`config.mk`:
```
export PLATFORM = sky130hd
export DESIGN_NAME = rx_comma_aligner
export DESIGN_NICKNAME = d
export VERILOG_FILES = /design/src/rtl/rx_comma_aligner.sv
export SDC_FILE = /design/constraint.sdc
export NUM_CORES = 1
export LEC_CHECK = 0
export BUFFER_PORTS_ARGS = -buffer_cell sky130_fd_sc_hd__buf_2
export CAP_MARGIN = 20
export CORE_UTILIZATION = 55
export CTS_BUF_LIST = sky130_fd_sc_hd__clkbuf_4 sky130_fd_sc_hd__clkbuf_8
export DETAILED_ROUTE_END_ITERATION = 10
export PLACE_DENSITY_LB_ADDON = 0.25
export SLEW_MARGIN = 15
export SYNTH_ARGS = -nofsm -noshare
export SYNTH_HDL_FRONTEND = slang
export SYNTH_SLANG_ARGS = --single-unit
export TNS_END_PERCENT = 20
```
`constraint.sdc`:
```
create_clock -name clk -period 2.2 [get_ports clk]
set_input_delay 0.11 -clock clk [delete_from_list [all_inputs] [get_ports clk]]
set_output_delay 0.11 -clock clk [all_outputs]
set_load 0.03 [all_outputs]
```
`src/rtl/rx_comma_aligner.sv`:
```
// Receive bit aligner: shifts in the serial line, hunts for K28.5 in either
// disparity, locks the 10-bit boundary and strobes aligned symbols downstream.
module rx_comma_aligner #(
   parameter int LOCK_COMMAS = 2,
   parameter int LOSS_ERRS   = 4
) (
   input  logic       clk,
   input  logic       rst,
   input  logic       enb,
   input  logic       elecIdle,
   input  logic       serialIn,
   output logic [9:0] symOut,
   output logic       symValid,
   output logic       isComma,
   output logic       locked,
   output logic       alignErr
);

   localparam int               SYM_W     = 10;
   localparam logic [SYM_W-1:0] COMMA_RDN = 10'b0011111010;
   localparam logic [SYM_W-1:0] COMMA_RDP = 10'b1100000101;
   localparam logic [3:0]       LAST_BIT  = 4'd9;
   localparam logic [2:0]       LOCK_N    = 3'(LOCK_COMMAS);
   localparam logic [2:0]       LOSS_N    = 3'(LOSS_ERRS);

   localparam logic [1:0] ST_UNLOCKED = 2'd0;
   localparam logic [1:0] ST_CHECK    = 2'd1;
   localparam logic [1:0] ST_LOCKED   = 2'd2;

   logic [SYM_W-1:0] sr_p0;
   logic [SYM_W-1:0] srNxt;
   logic [3:0]       bitCnt;
   logic [3:0]       bitCntNxt;
   logic [2:0]       commaCnt;
   logic [2:0]       commaCntNxt;
   logic [2:0]       errCnt;
   logic [2:0]       errCntNxt;
   logic [2:0]       commaInc;
   logic [2:0]       errInc;
   logic [1:0]       state;
   logic [1:0]       stateNxt;
   logic [SYM_W-1:0] symOutNxt;
   logic             symValidNxt;
   logic             isCommaNxt;
   logic             lockedNxt;
   logic             alignErrNxt;
   logic             commaDet;
   logic             boundary;

   function automatic logic [2:0] satInc(input logic [2:0] cnt, input logic [2:0] lim);
      return (cnt >= lim) ? lim : cnt + 3'd1;
   endfunction

   function automatic logic [3:0] bitWrap(input logic [3:0] cnt);
      return (cnt >= LAST_BIT) ? 4'd0 : cnt + 4'd1;
   endfunction

   // Stage p0: the shift register holds the last ten line bits, newest in bit 0
   assign commaDet = (sr_p0 == COMMA_RDN) || (sr_p0 == COMMA_RDP);
   assign boundary = (bitCnt == 4'd0);
   assign commaInc = satInc(commaCnt, LOCK_N);
   assign errInc   = satInc(errCnt, LOSS_N);

   always_comb begin
      srNxt       = sr_p0;
      bitCntNxt   = bitCnt;
      commaCntNxt = commaCnt;
      errCntNxt   = errCnt;
      stateNxt    = state;
      symOutNxt   = symOut;
      lockedNxt   = locked;
      symValidNxt = 1'b0;
      isCommaNxt  = 1'b0;
      alignErrNxt = 1'b0;

      if (enb) begin
         srNxt = {sr_p0[SYM_W-2:0], serialIn};
      end

      if (elecIdle) begin
         stateNxt    = ST_UNLOCKED;
         lockedNxt   = 1'b0;
         bitCntNxt   = 4'd0;
         commaCntNxt = 3'd0;
         errCntNxt   = 3'd0;
      end else if (enb) begin
         bitCntNxt = bitWrap(bitCnt);
         case (state)
            ST_UNLOCKED: begin
               if (commaDet) begin
                  // The comma's last bit is already in sr; the next bit starts a symbol.
                  bitCntNxt   = 4'd1;
                  commaCntNxt = 3'd1;
                  if (LOCK_COMMAS == 1) begin
                     stateNxt    = ST_LOCKED;
                     lockedNxt   = 1'b1;
                     symOutNxt   = sr_p0;
                     symValidNxt = 1'b1;
                     isCommaNxt  = 1'b1;
                  end else begin
                     stateNxt = ST_CHECK;
                  end
               end
            end

            ST_CHECK: begin
               if (commaDet && boundary) begin
                  commaCntNxt = commaInc;
                  if (commaInc == LOCK_N) begin
                     stateNxt    = ST_LOCKED;
                     lockedNxt   = 1'b1;
                     symOutNxt   = sr_p0;
                     symValidNxt = 1'b1;
                     isCommaNxt  = 1'b1;
                  end
               end else if (commaDet) begin
                  // Off-boundary comma wins over the wrap of bitCnt.
                  bitCntNxt   = 4'd1;
                  commaCntNxt = 3'd1;
               end
            end

            ST_LOCKED: begin
               if (boundary) begin
                  symOutNxt   = sr_p0;
                  symValidNxt = 1'b1;
                  isCommaNxt  = commaDet;
                  if (commaDet) begin
                     errCntNxt = 3'd0;
                  end
               end else if (commaDet) begin
                  alignErrNxt = 1'b1;
                  if (errInc == LOSS_N) begin
                     stateNxt    = ST_UNLOCKED;
                     lockedNxt   = 1'b0;
                     errCntNxt   = 3'd0;
                     commaCntNxt = 3'd0;
                  end else begin
                     errCntNxt = errInc;
                  end
               end
            end

            default: begin
               stateNxt  = ST_UNLOCKED;
               lockedNxt = 1'b0;
            end
         endcase
      end
   end

   // Stage p1: registered symbol, strobes and lock status
   always_ff @(posedge clk or posedge rst) begin
      if (rst) begin
         sr_p0    <= '0;
         bitCnt   <= 4'd0;
         commaCnt <= 3'd0;
         errCnt   <= 3'd0;
         state    <= ST_UNLOCKED;
         symOut   <= '0;
         symValid <= 1'b0;
         isComma  <= 1'b0;
         locked   <= 1'b0;
         alignErr <= 1'b0;
      end else begin
         sr_p0    <= srNxt;
         bitCnt   <= bitCntNxt;
         commaCnt <= commaCntNxt;
         errCnt   <= errCntNxt;
         state    <= stateNxt;
         symOut   <= symOutNxt;
         symValid <= symValidNxt;
         isComma  <= isCommaNxt;
         locked   <= lockedNxt;
         alignErr <= alignErrNxt;
      end
   end

endmodule

```
==> impl_metrics.ini <==
[clocking]
numCtsBuffers = 5
clk_latency_ns = 0.34
cts_max_level = 2
root_buffer = clkbuf_4
clk_pin_slew_ns = 0.12
tritoncts = yes
clk_path_buf_depth = 2
clock_sinks = 36

[worst_setup_path]
r2r_end = commaCnt[2]
cp_max_fo = 5
critical_path_class = reg2reg
critical_path.endpoint_type = register
rr_worst_depth = 8
startpoint_type = register
crit_arrival_ns = 2.33
required_ns = 2.45
r2r-start = bitCnt[1]
timing.reg2reg.setup_slack_ns = 0.12

[min_path]
hold_start = elecIdle
min_to = locked
hp-class = in2reg
holdPathStages = 2

[synthesis]
ys_seq_area_frac = 0.459
synthesis.nets = 191
yosysUniqueCellTypes = 43
synthArstFlopShare = 1.00
yosys_warnings = 0
netlist_area_um2 = 1960
ys_ff_latch = 36
synth_area_leaders = dfrtp_1, mux2_4, ha_1
synth_cells = 175
synth_flop_cell = dfrtp_1
synth_top_cell_area_share = 0.459
synth_top_area_cell = dfrtp_1
synth.avg_cell_area_um2 = 11.2
synth-edff-count = 0

[pwr]
pwr-share-seq = 0.533
ir_worst_vdd_mv = 0.537
p_int_mw = 1.12
report.power.total_mw = 1.57
swShare = 0.283
power_per_cell_area_nw_per_um2 = 691
clkPwrFrac = 0.302
comb_power_share = 0.165
power.net_switching_mw = 0.443
total_leakage_power_nw = 1.17

[floorplanning]
die-area_um2 = 3810
die_h_um = 61.7
start_util = 0.583
die_w_um = 61.7
ioPinCount = 19
rows = 21
fp.coreArea_um2 = 3360

[global_routing]
antenna_found_initial = 0
grt_pass1_vias = 1413
grt_pass1_wl_um = 6690
grt_max_degree = 37
globalRouteTotalUtil = 0.247
gr-total-overflow = 0

[routing]
drc = 0
wl_per_cell_um = 15.9
wirelength_um = 3990
vias_per_cell = 5.75
num_vias = 1443
ant_nets = 0
dr.pass1.iters = 4
drt_iter0_markers = 63

[cells_and_area]
final_cell_mix = dfrtp_1, buf_2, inv_1
synthToLayoutAreaGrowth_pct = 15.5
n_antenna_cell = 0
fillerInstances = 289
fin_util = 0.673
drive_above_1_share = 0.302
layout_commonest_cell = dfrtp_1
nets = 220

[sta]
final_max_slew_viol_count = 0
worstMarginPinSlew_ns = 0.443
hold_viol_final = 0
finalSetupViolCount = 0
fin_crit_ns = 2.08
finClkSkew_ns = 0.0114
max_freq_mhz = 481
relSlewSlack = 0.705
finalCritPeriodShare = 0.946
setup_ws_ns = 0.119

[place]
io_buffers = 18
dp.final_hpwl_um = 2860
gp_congestion = 0.797
place_ws_ns = 0.125

[run_status]
status = complete, no violations

[job]
drv_cap = 0
stage by stage:
step | hold WS [ns] | cell area (µm²) | instances | setup TNS, ns
global route | 0.0619 | 2260 | 251 | -0.0125
finish | 0.0609 | 2260 | 251 | 0
global placement | 0.226 | 2130 | 239 | 0
detailed placement | 0.235 | 2130 | 239 | 0
CTS | 0.0486 | 2230 | 249 | 0
floorplan | 0.262 | 1960 | 175 | 0
worst max-delay path: stages (launching register included):
cell	delay, ns
dfrtp_1	0.42
inv_1	0.09
ha_1	0.17
or3b_4	0.43
buf_4	0.17
o2111ai_1	0.11
nand2_1	0.09
a211o_1	0.32
o22ai_1	0.19
synth_stat cells (2+ instances only):
master / n
a211oi_1: 6
a21o_1: 2
a21oi_1: 11
a22o_1: 3
a31oi_1: 3
and2_1: 2
and4b_1: 2
clkbuf_1: 6
dfrtp_1: 36
ha_1: 11
inv_1: 13
mux2_2: 11
mux2_4: 10
nand2_1: 6
nand2b_1: 4
nand3_1: 5
nor2_1: 9
nor2b_1: 2
nor4_1: 3
o21ai_0: 5
o21ai_1: 2
o22ai_1: 2
routing by layer:
layer | share of wire | vias up | global-route usage
met5 | 0 | - | 0
met4 | 0.012 | 0 | 0.0667
met3 | 0.036 | 5 | 0.0497
met2 | 0.47 | 31 | 0.409
met1 | 0.48 | 718 | 0.335
li1 | - | 689 | -
state kept, by name (all words and copies together) (netlist names):
signal	cells
alignErr	1
bitCnt	4
commaCnt	3
errCnt	3
isComma	1
locked	1
sr_p0	10
state	2
symOut	10
symValid	1
power by group through the flow:
stage               clock network (mW)  logic, mW  registers [mW]
floorplan                            0      0.168           0.835
CTS                              0.487      0.244           0.830
global placement                     0      0.231           0.837
finish                           0.472      0.259           0.834
global route                     0.513      0.284           0.853
detailed placement                   0      0.238           0.843
worst max-delay path by stage:
stage	start	depth (start not counted)	to
after floorplan	bitCnt[0]	8	symOut[0]
after global placement	bitCnt[1]	7	symOut[2]
after detailed placement	bitCnt[1]	8	commaCnt[2]
after CTS	bitCnt[1]	8	commaCnt[2]
after global routing	bitCnt[1]	8	commaCnt[2]
final	bitCnt[1]	8	commaCnt[2]
what timing repair did:
item                                    in CTS  in global routing
endpoints found under the setup margin       0                 13
gates resized for setup                      0                  3
endpoints found under the hold margin       37                  0
buffers inserted                             0                  2
hold buffers                                 2                  0
final cells by class:
type	instances	area [µm²]	share of cell area
Multi-Input combinational cell	119	1000	0.441
Sequential cell	36	901	0.398
Timing Repair Buffer	29	178	0.0785
Tap cell	46	57.6	0.0254
Inverter	13	48.8	0.0215
Clock buffer	6	45.0	0.0199
Clock inverter	2	35.0	0.0155
logic make-up after synthesis:
logic type | synth area share
buffers and inverters | 0.0402
adder cells (fa/ha/maj) | 0.0702
multiplexers | 0.145
AND/OR/NAND/NOR | 0.130
AO/OA/AOI/OAI | 0.151
flip-flops | 0.459
XOR/XNOR | 0.00447
(Power assumes the default switching activity.)
